### config.mk
export PLATFORM = sky130hd
export DESIGN_NAME = seg_scan_controller
export DESIGN_NICKNAME = d
export VERILOG_FILES = /design/src/rtl/seg_pkg.sv /design/src/rtl/seg7_bcd_decode.sv /design/src/rtl/seg_scan_controller.sv
export SDC_FILE = /design/constraint.sdc
export NUM_CORES = 1
export LEC_CHECK = 0
export ABC_AREA = 1
export CORE_MARGIN = 2
export CORE_UTILIZATION = 30
export CTS_BUF_LIST = sky130_fd_sc_hd__clkbuf_4 sky130_fd_sc_hd__clkbuf_8
export DETAILED_ROUTE_END_ITERATION = 16
export PLACE_DENSITY = 0.6
export SLEW_MARGIN = 40
export SYNTH_ARGS = -nofsm -noshare
export SYNTH_HDL_FRONTEND = slang
export SYNTH_SLANG_ARGS = --single-unit
### constraint.sdc
create_clock -name clk -period 2.65 [get_ports clk]
set_input_delay 0.3975 -clock clk [delete_from_list [all_inputs] [get_ports clk]]
set_output_delay 0.3975 -clock clk [all_outputs]
set_load 0.05 [all_outputs]
### src/rtl/seg_pkg.sv
// Shared types and constants for the 3-digit 7-segment scan path.
// Segment constants are active-high, bit order gfedcba.
package seg_pkg;

    typedef enum logic [1:0] {
        IDLE   = 2'd0,
        SHIFT  = 2'd1,
        COMMIT = 2'd2
    } state_t;

    localparam int NUM_DIGITS = 3;

    localparam logic [6:0] SEG_BLANK   = 7'b0000000;
    localparam logic [6:0] SEG_DIGIT_0 = 7'b0111111;
    localparam logic [6:0] SEG_DIGIT_1 = 7'b0000110;
    localparam logic [6:0] SEG_DIGIT_2 = 7'b1011011;
    localparam logic [6:0] SEG_DIGIT_3 = 7'b1001111;
    localparam logic [6:0] SEG_DIGIT_4 = 7'b1100110;
    localparam logic [6:0] SEG_DIGIT_5 = 7'b1101101;
    localparam logic [6:0] SEG_DIGIT_6 = 7'b1111101;
    localparam logic [6:0] SEG_DIGIT_7 = 7'b0000111;
    localparam logic [6:0] SEG_DIGIT_8 = 7'b1111111;
    localparam logic [6:0] SEG_DIGIT_9 = 7'b1100111;

    // Double-dabble pre-shift correction: every BCD nibble >= 5 gets +3.
    function automatic logic [11:0] bcd_adjust(input logic [11:0] s);
        logic [11:0] r;
        r = s;
        for (int i = 0; i < NUM_DIGITS; i++) begin
            if (s[i*4 +: 4] >= 4'd5) begin
                r[i*4 +: 4] = s[i*4 +: 4] + 4'd3;
            end
        end
        return r;
    endfunction

endpackage

### src/rtl/seg7_bcd_decode.sv
// Combinational BCD nibble to gfedcba segment decoder.
// Non-decimal nibbles produce a blank digit.
module seg7_bcd_decode
    import seg_pkg::*;
(
    input  logic [3:0] digit,
    output logic [6:0] seg
);

    always_comb begin
        case (digit)
            4'd0:    seg = SEG_DIGIT_0;
            4'd1:    seg = SEG_DIGIT_1;
            4'd2:    seg = SEG_DIGIT_2;
            4'd3:    seg = SEG_DIGIT_3;
            4'd4:    seg = SEG_DIGIT_4;
            4'd5:    seg = SEG_DIGIT_5;
            4'd6:    seg = SEG_DIGIT_6;
            4'd7:    seg = SEG_DIGIT_7;
            4'd8:    seg = SEG_DIGIT_8;
            4'd9:    seg = SEG_DIGIT_9;
            default: seg = SEG_BLANK;
        endcase
    end

endmodule

### src/rtl/seg_scan_controller.sv
// Binary-to-BCD conversion (sequential double dabble) feeding a 3-digit
// time-multiplexed 7-segment scanner that shares one decoder.
module seg_scan_controller
    import seg_pkg::*;
#(
    parameter int SCAN_DIV      = 50000,
    parameter bit BLANK_LEADING = 1'b1
) (
    input  logic        clk,
    input  logic        rst_n,
    input  logic        load_valid,
    input  logic [7:0]  load_data,
    output logic        load_ready,
    output logic        busy,
    output logic [11:0] bcd,
    output logic [6:0]  seg,
    output logic [2:0]  digit_en
);

    localparam int PW = (SCAN_DIV > 1) ? $clog2(SCAN_DIV) : 1;
    localparam logic [PW-1:0] PRESC_LAST = PW'(SCAN_DIV - 1);

    state_t      state, state_next;
    logic [7:0]  shreg;
    logic [11:0] scratch;
    logic [11:0] scratch_adj;
    logic [2:0]  iter;
    logic        accept;

    logic [PW-1:0] presc;
    logic [1:0]    idx;
    logic [3:0]    nibble;
    logic          blank;
    logic [6:0]    dec_seg;

    // Handshake: a value transfers on any rising edge where load_valid and
    // load_ready are both high; load_ready is high only in IDLE.
    assign accept      = load_valid & load_ready;
    assign scratch_adj = bcd_adjust(scratch);

    always_ff @(posedge clk or negedge rst_n) begin
        if (!rst_n) state <= IDLE;
        else        state <= state_next;
    end

    always_comb begin
        state_next = state;
        case (state)
            IDLE:    if (load_valid)    state_next = SHIFT;
            SHIFT:   if (iter == 3'd7)  state_next = COMMIT;
            COMMIT:                     state_next = IDLE;
            default:                    state_next = IDLE;
        endcase
    end

    always_comb begin
        load_ready = (state == IDLE);
        busy       = (state != IDLE);
    end

    always_ff @(posedge clk or negedge rst_n) begin
        if (!rst_n) begin
            shreg   <= '0;
            scratch <= '0;
            iter    <= '0;
            bcd     <= '0;
        end else if (accept) begin
            shreg   <= load_data;
            scratch <= '0;
            iter    <= '0;
        end else if (state == SHIFT) begin
            scratch <= {scratch_adj[10:0], shreg[7]};
            shreg   <= {shreg[6:0], 1'b0};
            iter    <= iter + 3'd1;
        end else if (state == COMMIT) begin
            bcd     <= scratch;
        end
    end

    // Scanner is free-running and independent of the conversion FSM.
    always_ff @(posedge clk or negedge rst_n) begin
        if (!rst_n) begin
            presc <= '0;
            idx   <= '0;
        end else if (presc == PRESC_LAST) begin
            presc <= '0;
            idx   <= (idx == 2'd2) ? 2'd0 : idx + 2'd1;
        end else begin
            presc <= presc + PW'(1);
        end
    end

    always_comb begin
        nibble = bcd[3:0];
        blank  = 1'b0;
        case (idx)
            2'd1: begin
                nibble = bcd[7:4];
                blank  = BLANK_LEADING && (bcd[11:8] == 4'd0) && (bcd[7:4] == 4'd0);
            end
            2'd2: begin
                nibble = bcd[11:8];
                blank  = BLANK_LEADING && (bcd[11:8] == 4'd0);
            end
            default: begin
                nibble = bcd[3:0];
                blank  = 1'b0;
            end
        endcase
    end

    seg7_bcd_decode u_decode (
        .digit (nibble),
        .seg   (dec_seg)
    );

    // seg and digit_en update on the same edge so no digit shows another's pattern.
    always_ff @(posedge clk or negedge rst_n) begin
        if (!rst_n) begin
            seg      <= SEG_BLANK;
            digit_en <= '0;
        end else begin
            seg <= blank ? SEG_BLANK : dec_seg;
            case (idx)
                2'd1:    digit_en <= 3'b010;
                2'd2:    digit_en <= 3'b100;
                default: digit_en <= 3'b001;
            endcase
        end
    end

endmodule

* After elaboration in Yosys (flattened, before gate mapping) *
Memories as Yosys holds them, arrays and structs flattened.
Index checks and enable logic that the tools add are counted.

operators by class
  reduce and logical (&&, ||, !) cells = 8
  $lt $le $gt $ge = 3
  equality and inequality tests = 8
  bitwise operators = 3
  muxes and demuxes = 18
  $add $sub $neg = 6

operators with widths
  operator                                                                              count
  12-bit 2-to-1 mux                                                                     2
  16-bit by 1-bit adder with 16-bit output (second input constant)                      1
  16-bit equality test (second input constant)                                          1
  16-bit 2-to-1 mux                                                                     1
  8-bit 2-to-1 mux                                                                      2
  4-bit by 3-bit greater-or-equal comparator with 1-bit output (second input constant)  3
  3-bit 2-to-1 mux                                                                      3
  4-bit by 2-bit adder with 4-bit output (second input constant)                        2
  4-bit zero test                                                                       2
  4-bit 2-to-1 mux                                                                      2
  4-bit case mux with 2 select lines                                                    1
  7-bit 2-to-1 mux                                                                      1
  2-bit 2-to-1 mux                                                                      3
  3-bit case mux with 2 select lines                                                    1
  2-bit by 1-bit equality test with 1-bit output (second input constant)                2
  2-bit equality test (second input constant)                                           2
  2-bit != test (second input constant)                                                 2
  2-bit case mux with 2 select lines                                                    1
  2-bit nonzero test                                                                    2
  3-bit by 1-bit adder with 3-bit output (second input constant)                        1
  3-bit by 2-bit adder with 3-bit output (second input constant)                        1
  3-bit equality test (second input constant)                                           1
  3-bit AND reduction                                                                   1
  2-bit by 1-bit adder with 2-bit output (second input constant)                        1
  6 further kinds                                                                       7

word-level totals
  register bits = 65
  input bits = 11
  bits in read-only memories = 112
  memories = 1

memories
  memory            depth  width  rd ports  clocked after Yosys merged registers in  write ports  RTL line               text
  (name not given)  16     7      1         0                                        0            seg7_bcd_decode.sv:11  case (digit)

* Logic depth before layout (Yosys ltp) *
Gate-level depths: netlist of the first run.

  depth in word-level cells = 4
  mapped depth = 12
  mapped depth without buffers = 12

* Hierarchy *
Synthesis of the first run repeated with hierarchy kept, for this count alone.

unflattened totals
  cell total of the unflattened synthesis = 395
  area total of the unflattened synthesis = 3316.9 um^2

by module, submodules not included
  module               area an instance (um^2)  cells an instance  instances  seq. area each (um^2)
  seg_scan_controller  3103.0                   355                1          1626.6
  seg7_bcd_decode      214.0                    40                 1          0.0

* Least setup slack after synthesis of the first run *
OpenSTA, ideal clock, no wires.

  path kind = register to register
  start = reg idx[0]
  end = reg seg[3]
  data arrival time = 1776 ps
  required time = 2579 ps
  stages on the path, launching flop included = 11
  buffers on the path = 1
  setup slack = 803 ps
  setup time = 71 ps
  period minus slack after synthesis = 1847 ps
  cells stage by stage = dfrtp_1 > inv_1 > ha_1 > buf_6 > or2_1 > nand2_4 > inv_1 > ha_1 > nor2_1 > nor2_1 > nor2_1

on the way
  word-level cells in the longest chain between the ends = 4
  elaborated cells on any way between the ends = 6

RTL lines
  what                                                                                          RTL line                    text
  from (decl)                                                                                   seg_scan_controller.sv:31   logic [1:0] idx;
  from (signal assigned)                                                                        seg_scan_controller.sv:87   idx <= (idx == 2'd2) ? 2'd0 : idx + 2'd1;
  2-bit equality test / 2-bit by 1-bit equality test with 1-bit output (equally long branches)  seg_scan_controller.sv:96   case (idx)
  4-bit case mux with 2 select lines                                                            seg_scan_controller.sv:96
  memory 16 x 7 bit                                                                             n/a
  7-bit 2-to-1 mux *                                                                            seg_scan_controller.sv:123  seg <= blank ? SEG_BLANK : dec_seg;
  to (signal assigned)                                                                          seg_scan_controller.sv:123
  to (decl)                                                                                     seg_scan_controller.sv:16   output logic [6:0] seg,

Mark *: on every way between the ends. The rest lies on a longest branch, timed or not.
A chain may end at the register's enable or synchronous reset.

* Worst setup path after layout of the first run *
  start = reg state[1]
  end = out load_ready

on the way
  word-level cells in the longest chain between the ends = 1

RTL lines
  what                    RTL line                   text
  from (decl)             seg_scan_controller.sv:23  state_t state, state_next;
  from (signal assigned)  seg_scan_controller.sv:43  else state <= state_next;
  2-bit zero test         seg_scan_controller.sv:57  load_ready = (state == IDLE);
  to (decl)               seg_scan_controller.sv:13  output logic load_ready,

No other way between the ends.

==> results of run 1 <==
[routing by layer]
| layer | wire, µm | track usage | up-vias |
|---|---|---|---|
| met5 | 0 | 0 | - |
| met4 | 87 | 0.0434 | 0 |
| met3 | 393 | 0.0451 | 8 |
| met2 | 3030 | 0.199 | 49 |
| met1 | 3310 | 0.163 | 1201 |
| li1 | - | - | 1359 |
[registers in the layout, indices dropped and copies added (netlist names)]
name and count:
presc 16, bcd 12, scratch 12, shreg 8, seg 7, digit_en 3, iter 3, idx 2
state 2
[worst max-delay path by stage]
| stage | startpoint | slack, ns | depth (start not counted) | end |
|---|---|---|---|---|
| final | state[1] | 0.55 | 2 | load_ready |
| after CTS | state[1] | 0.52 | 2 | load_ready |
| after detailed placement | idx[0] | 0.62 | 10 | seg[3] |
| after global routing | idx[0] | 0.41 | 10 | seg[3] |
| after global placement | idx[0] | 0.71 | 10 | seg[3] |
| after floorplan | idx[0] | 0.80 | 10 | seg[3] |
[synthesized netlist by cell type, drive strengths merged]
library cell  number
nor2              57
and3               1
inv               60
nand2            114
a21oi              4
or2                3
buf                6
nor3               3
o22ai              5
nand3             20
nand4              2
a22o               2
dfrtp             65
o21ai             31
clkbuf             1
o211ai             1
nand3b             1
ha                19
xor2               8
a22oi              1
o221ai             5
[critical path, stage by stage, from the launching register on]
cell and delay, ns:
dfrtp_1 0.39, nor2_2 0.15, clkdlybuf4s50_1 0.82
[cell type report]
cell class / instances / area [µm²]
clock buffer: 14 / 180
clock inverter: 2 / 35.0
fill: 1150 / 6810
inverter: 60 / 225
multi-input combinational: 277 / 1440
sequential: 65 / 1630
tap: 140 / 175
timing repair buffer: 35 / 355
[power groups by stage]
stage	Clock (mW)	Sequential, mW	Combinational (mW)
after floorplan	0	1.93	1.01
after global placement	0	1.53	1.96
after detailed placement	0	1.53	2.00
after CTS	0.927	1.51	2.00
after global routing	0.973	1.56	2.23
final	0.899	1.51	1.98
[cells by family (layout without fill, tap and decap cells)]
family,count (synthesis),in the layout,share of synthesized area
compound gates,49,49,0.0847
xor+xnor,8,8,0.0210
fa+ha+maj,19,19,0.0712
buf+inv,67,111,0.0817
flops,65,65,0.487
simple gates,201,201,0.254
[metrics by stage]
stage                     hold WS, ns  utilization  instances  area [µm²]  power [mW]
after floorplan                 0.102            -        409        3340        2.94
after global placement          0.468        0.352        577        3820        3.49
after detailed placement        0.474        0.352        577        3820        3.53
after CTS                       0.112        0.372        593        4040        4.44
after global routing            0.143        0.372        593        4040        4.76
final                          0.0980        0.372        593        4040        4.39
==> qor.csv, run 1 <==
stage;metric;value;unit
timing;fin_tns_setup;0;ns
synth;syn_nets;439;
detailed_routing;drt-initial-drc-count;109;
floorplanning;dieArea;12000;µm²
power;clkPwrFrac;0.205;
placed_design;dp_worst_setup_slack;0.622;ns
synth;ys_warn_count;0;
synth;netlist_top_cells_area;dfrtp_1 (49%), nand2_1 (12%), ha_1 (7.1%);
floorplanning;die_x;109;µm
final_layout;layout_common_cells;nand2_1 (105), dfrtp_1 (65), inv_1 (59), nor2_1 (55), clkdlybuf4s50_1 (33);
critical_path;start_kind;register;
critical_path;arrival;1.70;ns
floorplanning;core;10800;µm²
placed_design;hpwl;5030;µm
critical_path;r2r_end;seg[3];
detailed_routing;drc;0;
placed_design;port_buffers;34;
timing;hold_viol;0;
synth;syn_avg_cell_area;8.16;µm²
clocking;insertion_delay;0.34;ns
critical_path;critPathKind;register to output pin;
hold_path;hold_path_class;primary input to asynchronous set/reset pin;
final_layout;area_growth_syn_to_layout;20.9;%
power;p_sw;1.89;mW
clocking;cts_made_buffers;9;
global_routing;grt_pass1_wl;11900;µm
clocking;cts_buffer_depth;2;
power;p_int;2.50;mW
global_routing;track_usage;0.127;
timing;setup_ws;0.551;ns
clocking;clkSlewWorstSetupHoldPaths;0.07;ns
floorplanning;io_pins;35;
floorplanning;initial_core_util;0.308;
final_layout;final_common_cell;nand2_1;
final_layout;layout.nets;478;
critical_path;end_kind;output pin;
timing;post-route-min-period;2.10;ns
power;pwr-share-seq;0.345;
power;p_per_area;1090;nW/µm²
global_routing;overflow;0;
clocking;h-tree-depth;3;
synth;synthCells;409;
critical_path;r2r-start;idx[0];
global_routing;antenna_found_initial;0;
synth;yosysSeqAreaShare;0.487;
floorplanning;rows;38;
global_routing;first_global_vias;2512;
synth;synth_top_area_share;0.487;
clocking;ctsResizeCount;0;
detailed_routing;vias_per_cell;4.41;
timing;drv_slew;0;
job;maxCapViolCount;0;
status;status;finished clean;
detailed_routing;ant_nets;0;
critical_path;r2r_setup_slack;0.61;ns
detailed_routing;firstDrtPassIters;4;
timing;fmax;476;MHz
timing;worst_pin_slew;0.697;ns
clocking;cts-root-buf;clkbuf_8;
placed_design;place_congestion;0.886;
timing;rsz0062_at_grt;no;
clocking;cts_tree;yes;
synth;yosysTopAreaCell;dfrtp_1;
global_routing;grt_max_degree;37;
synth;synth_seq_cells;65;
timing;finalClockSkew;0.00701;ns
power;p_sw_frac;0.430;
clocking;postCtsSetupBuffers;0;
critical_path;reg2reg_depth;10;
critical_path;worstPathRequired;2.25;ns
timing;post-route-period-util;0.792;
detailed_routing;wl;6820;µm
clocking;clock_sinks;65;
final_layout;antenna_cells;0;
timing;setup_viol;0;
clocking;ctsHoldBuffers;0;
detailed_routing;vias;2617;
detailed_routing;wl_per_cell;11.5;µm
critical_path;cp_max_fo;3;
floorplanning;die_h;109;µm
power;leakage;1.99;nW
final_layout;drive_gt1_frac;0.0684;
power;combPwrFrac;0.451;
timing;max-slew-margin-rel;0.535;
synth;synth_cell_types;28;
power;vdd_drop_max;704;µV
synth;synth.cell_area;3340;µm²
Power figures use the tool's default switching activity.
==> run 2: changes to the inputs <==
--- a/config.mk
+++ b/config.mk
@@ -10,7 +10,7 @@
 export CORE_UTILIZATION = 30
 export CTS_BUF_LIST = sky130_fd_sc_hd__clkbuf_4 sky130_fd_sc_hd__clkbuf_8
 export DETAILED_ROUTE_END_ITERATION = 16
-export PLACE_DENSITY = 0.6
+export PLACE_DENSITY = 0.61
 export SLEW_MARGIN = 40
 export SYNTH_ARGS = -nofsm -noshare
 export SYNTH_HDL_FRONTEND = slang
==> constraint.sdc (replaced) <==
create_clock -name clk -period 1.8 [get_ports clk]
set_input_delay 0.27 -clock clk [delete_from_list [all_inputs] [get_ports clk]]
set_output_delay 0.27 -clock clk [all_outputs]
set_load 0.05 [all_outputs]
==> run 2 against run 1 <==
  * Sequential cell count unchanged
  * Critical endpoint is now digit_en[0]
  * Clock-buffer cell count fell by 1
  * Hold slack better by 0.21 ns
  * Routed wire length is 2.4% lower
  * Register-to-register slack got worse by 0.52 ns
  * Critical path depth down 1
  * First-iteration DRC count down 17%
  * Clock power increased by 59%
  * Largest cell class unchanged
  * Via count is 1.8% higher
==> qor.csv, run 2 (synthesis gave the netlist of run 1 again) <==
stage;metric;value;unit
final_layout;area_growth_syn_to_layout;24.1;%
critical_path;r2r_setup_slack;0.09;ns
floorplanning;io_pins;35;
clocking;postCtsSetupBuffers;0;
floorplanning;die_h;109;µm
clocking;clkSlewWorstSetupHoldPaths;0.07;ns
critical_path;r2r-start;idx[0];
global_routing;overflow;0;
floorplanning;dieArea;12000;µm²
critical_path;start_kind;register;
critical_path;cp_top_family;buffers and inverters;
final_layout;layout_common_cells;nand2_1 (104), dfrtp_1 (65), inv_1 (56), nor2_1 (54), o21ai_0 (27);
detailed_routing;wl_per_cell;11.1;µm
timing;setup_viol;0;
timing;finalClockSkew;0.0104;ns
floorplanning;core;10800;µm²
placed_design;hpwl;5000;µm
critical_path;crit_chain;clkdlybuf4s50_1;
critical_path;cp.buffers_inverters;1;
final_layout;largestRegisters;presc (16), bcd (12), scratch (12);
detailed_routing;ant_nets;0;
clocking;cts_made_buffers;9;
critical_path;cp_max_fo;1;
clocking;cts_buffer_depth;2;
global_routing;grt_max_degree;59;
critical_path;reg2reg_depth;9;
timing;worst_pin_slew;0.495;ns
detailed_routing;drt-initial-drc-count;90;
detailed_routing;firstDrtPassIters;4;
global_routing;grt_pass1_wl;11800;µm
global_routing;antenna_found_initial;0;
critical_path;critPathKind;register to output pin;
timing;post-route-min-period;1.74;ns
critical_path;worstPathRequired;1.53;ns
critical_path;cpMaxStageDelayCell;clkdlybuf4s50_1;
hold_path;hold_path_class;primary input to asynchronous set/reset pin;
global_routing;track_usage;0.125;
power;vdd_drop_max;947;µV
critical_path;r2r_end;seg[3];
critical_path;arrival;1.47;ns
final_layout;largest_register_ffs;16;
timing;max-slew-margin-rel;0.669;
timing;drv_slew;0;
power;p_per_area;1590;nW/µm²
timing;fmax;575;MHz
floorplanning;die_x;109;µm
clocking;h-tree-depth;3;
final_layout;layout.nets;488;
timing;fin_tns_setup;0;ns
critical_path;end_kind;output pin;
power;leakage;2.07;nW
detailed_routing;wl;6650;µm
timing;rsz0062_at_grt;yes;
clocking;cts_tree;yes;
final_layout;n_fill_cell;1128;
status;status;finished clean;
detailed_routing;drc;0;
timing;hold_ws;0.311;ns
placed_design;place_congestion;0.856;
detailed_routing;vias_per_cell;4.42;
clocking;insertion_delay;0.33;ns
global_routing;first_global_vias;2624;
detailed_routing;vias;2663;
timing;setup_ws;0.0615;ns
critical_path;cp-startpoint;digit_en[0];
timing;hold_viol;0;
placed_design;port_buffers;34;
floorplanning;rows;38;
placed_design;dp_worst_setup_slack;0.00826;ns
final_layout;regMostFlops;presc;
clocking;cts-root-buf;clkbuf_8;
final_layout;final_common_cell;nand2_1;
power;power;6.60;mW
timing;post-route-period-util;0.966;
critical_path;cp_slowest_stage_delay;0.80;ns
clocking;clock_sinks;65;
floorplanning;initial_core_util;0.308;
final_layout;drive_gt1_frac;0.132;
final_layout;antenna_cells;0;
job;maxCapViolCount;0;
[run 2: layout make-up]
class,instances,area (µm²),area share
Timing Repair Buffer,45,399,0.0964
Clock buffer,13,173,0.0417
Sequential cell,65,1630,0.393
Clock inverter,2,60.1,0.0145
Multi-Input combinational cell,277,1480,0.358
Inverter,60,225,0.0544
Tap cell,140,175,0.0423
[run 2: worst max-delay path by stage]
stage	endpoint	slack (ns)	cells past startpoint
global route	seg[5]	-0.02	11
detailed placement	seg[3]	0.008	9
CTS	seg[3]	0.03	11
finish	digit_en[0]	0.06	1
global placement	seg[3]	0.06	9
floorplan	seg[3]	0.003	10
[run 2: metrics by stage]
step / area, µm² / util / std cells
6_report: 4140 / 0.382 / 602
5_1_grt: 4140 / 0.382 / 602
4_1_cts: 4110 / 0.380 / 602
3_5_place_dp: 3860 / 0.356 / 586
3_3_place_gp: 3860 / 0.356 / 586
2_1_floorplan: 3340 / - / 409
[run 2: timing repair]
action | CTS | global route
hold buffers | 1 | 0
endpoints found under the setup margin | 2 | 7
resized for setup | 2 | 8
endpoints found under the hold margin | 7 | 0
pin swaps | 0 | 3
[run 2: layer usage]
layer,track usage,part of all wire,routed length [µm]
met1,0.155,0.47,3120
met3,0.0373,0.057,381
met4,0.0434,0.012,81
met5,0,0,0
met2,0.207,0.46,3070
[run 2: where the power goes]
part	switching, mW	leakage, nW	internal, mW
sequential	0.320	0.815	1.92
clock	0.526	0.119	0.902
combinational	1.94	1.13	0.994
==> run 3: changes to the inputs <==
--- a/config.mk
+++ b/config.mk
@@ -11,7 +11,6 @@
 export CTS_BUF_LIST = sky130_fd_sc_hd__clkbuf_4 sky130_fd_sc_hd__clkbuf_8
 export DETAILED_ROUTE_END_ITERATION = 16
 export PLACE_DENSITY = 0.61
-export SLEW_MARGIN = 40
 export SYNTH_ARGS = -nofsm -noshare
 export SYNTH_HDL_FRONTEND = slang
 export SYNTH_SLANG_ARGS = --single-unit
==> results of run 3 <==
The final DEF is identical to that of run 2; final timing and power are the same.
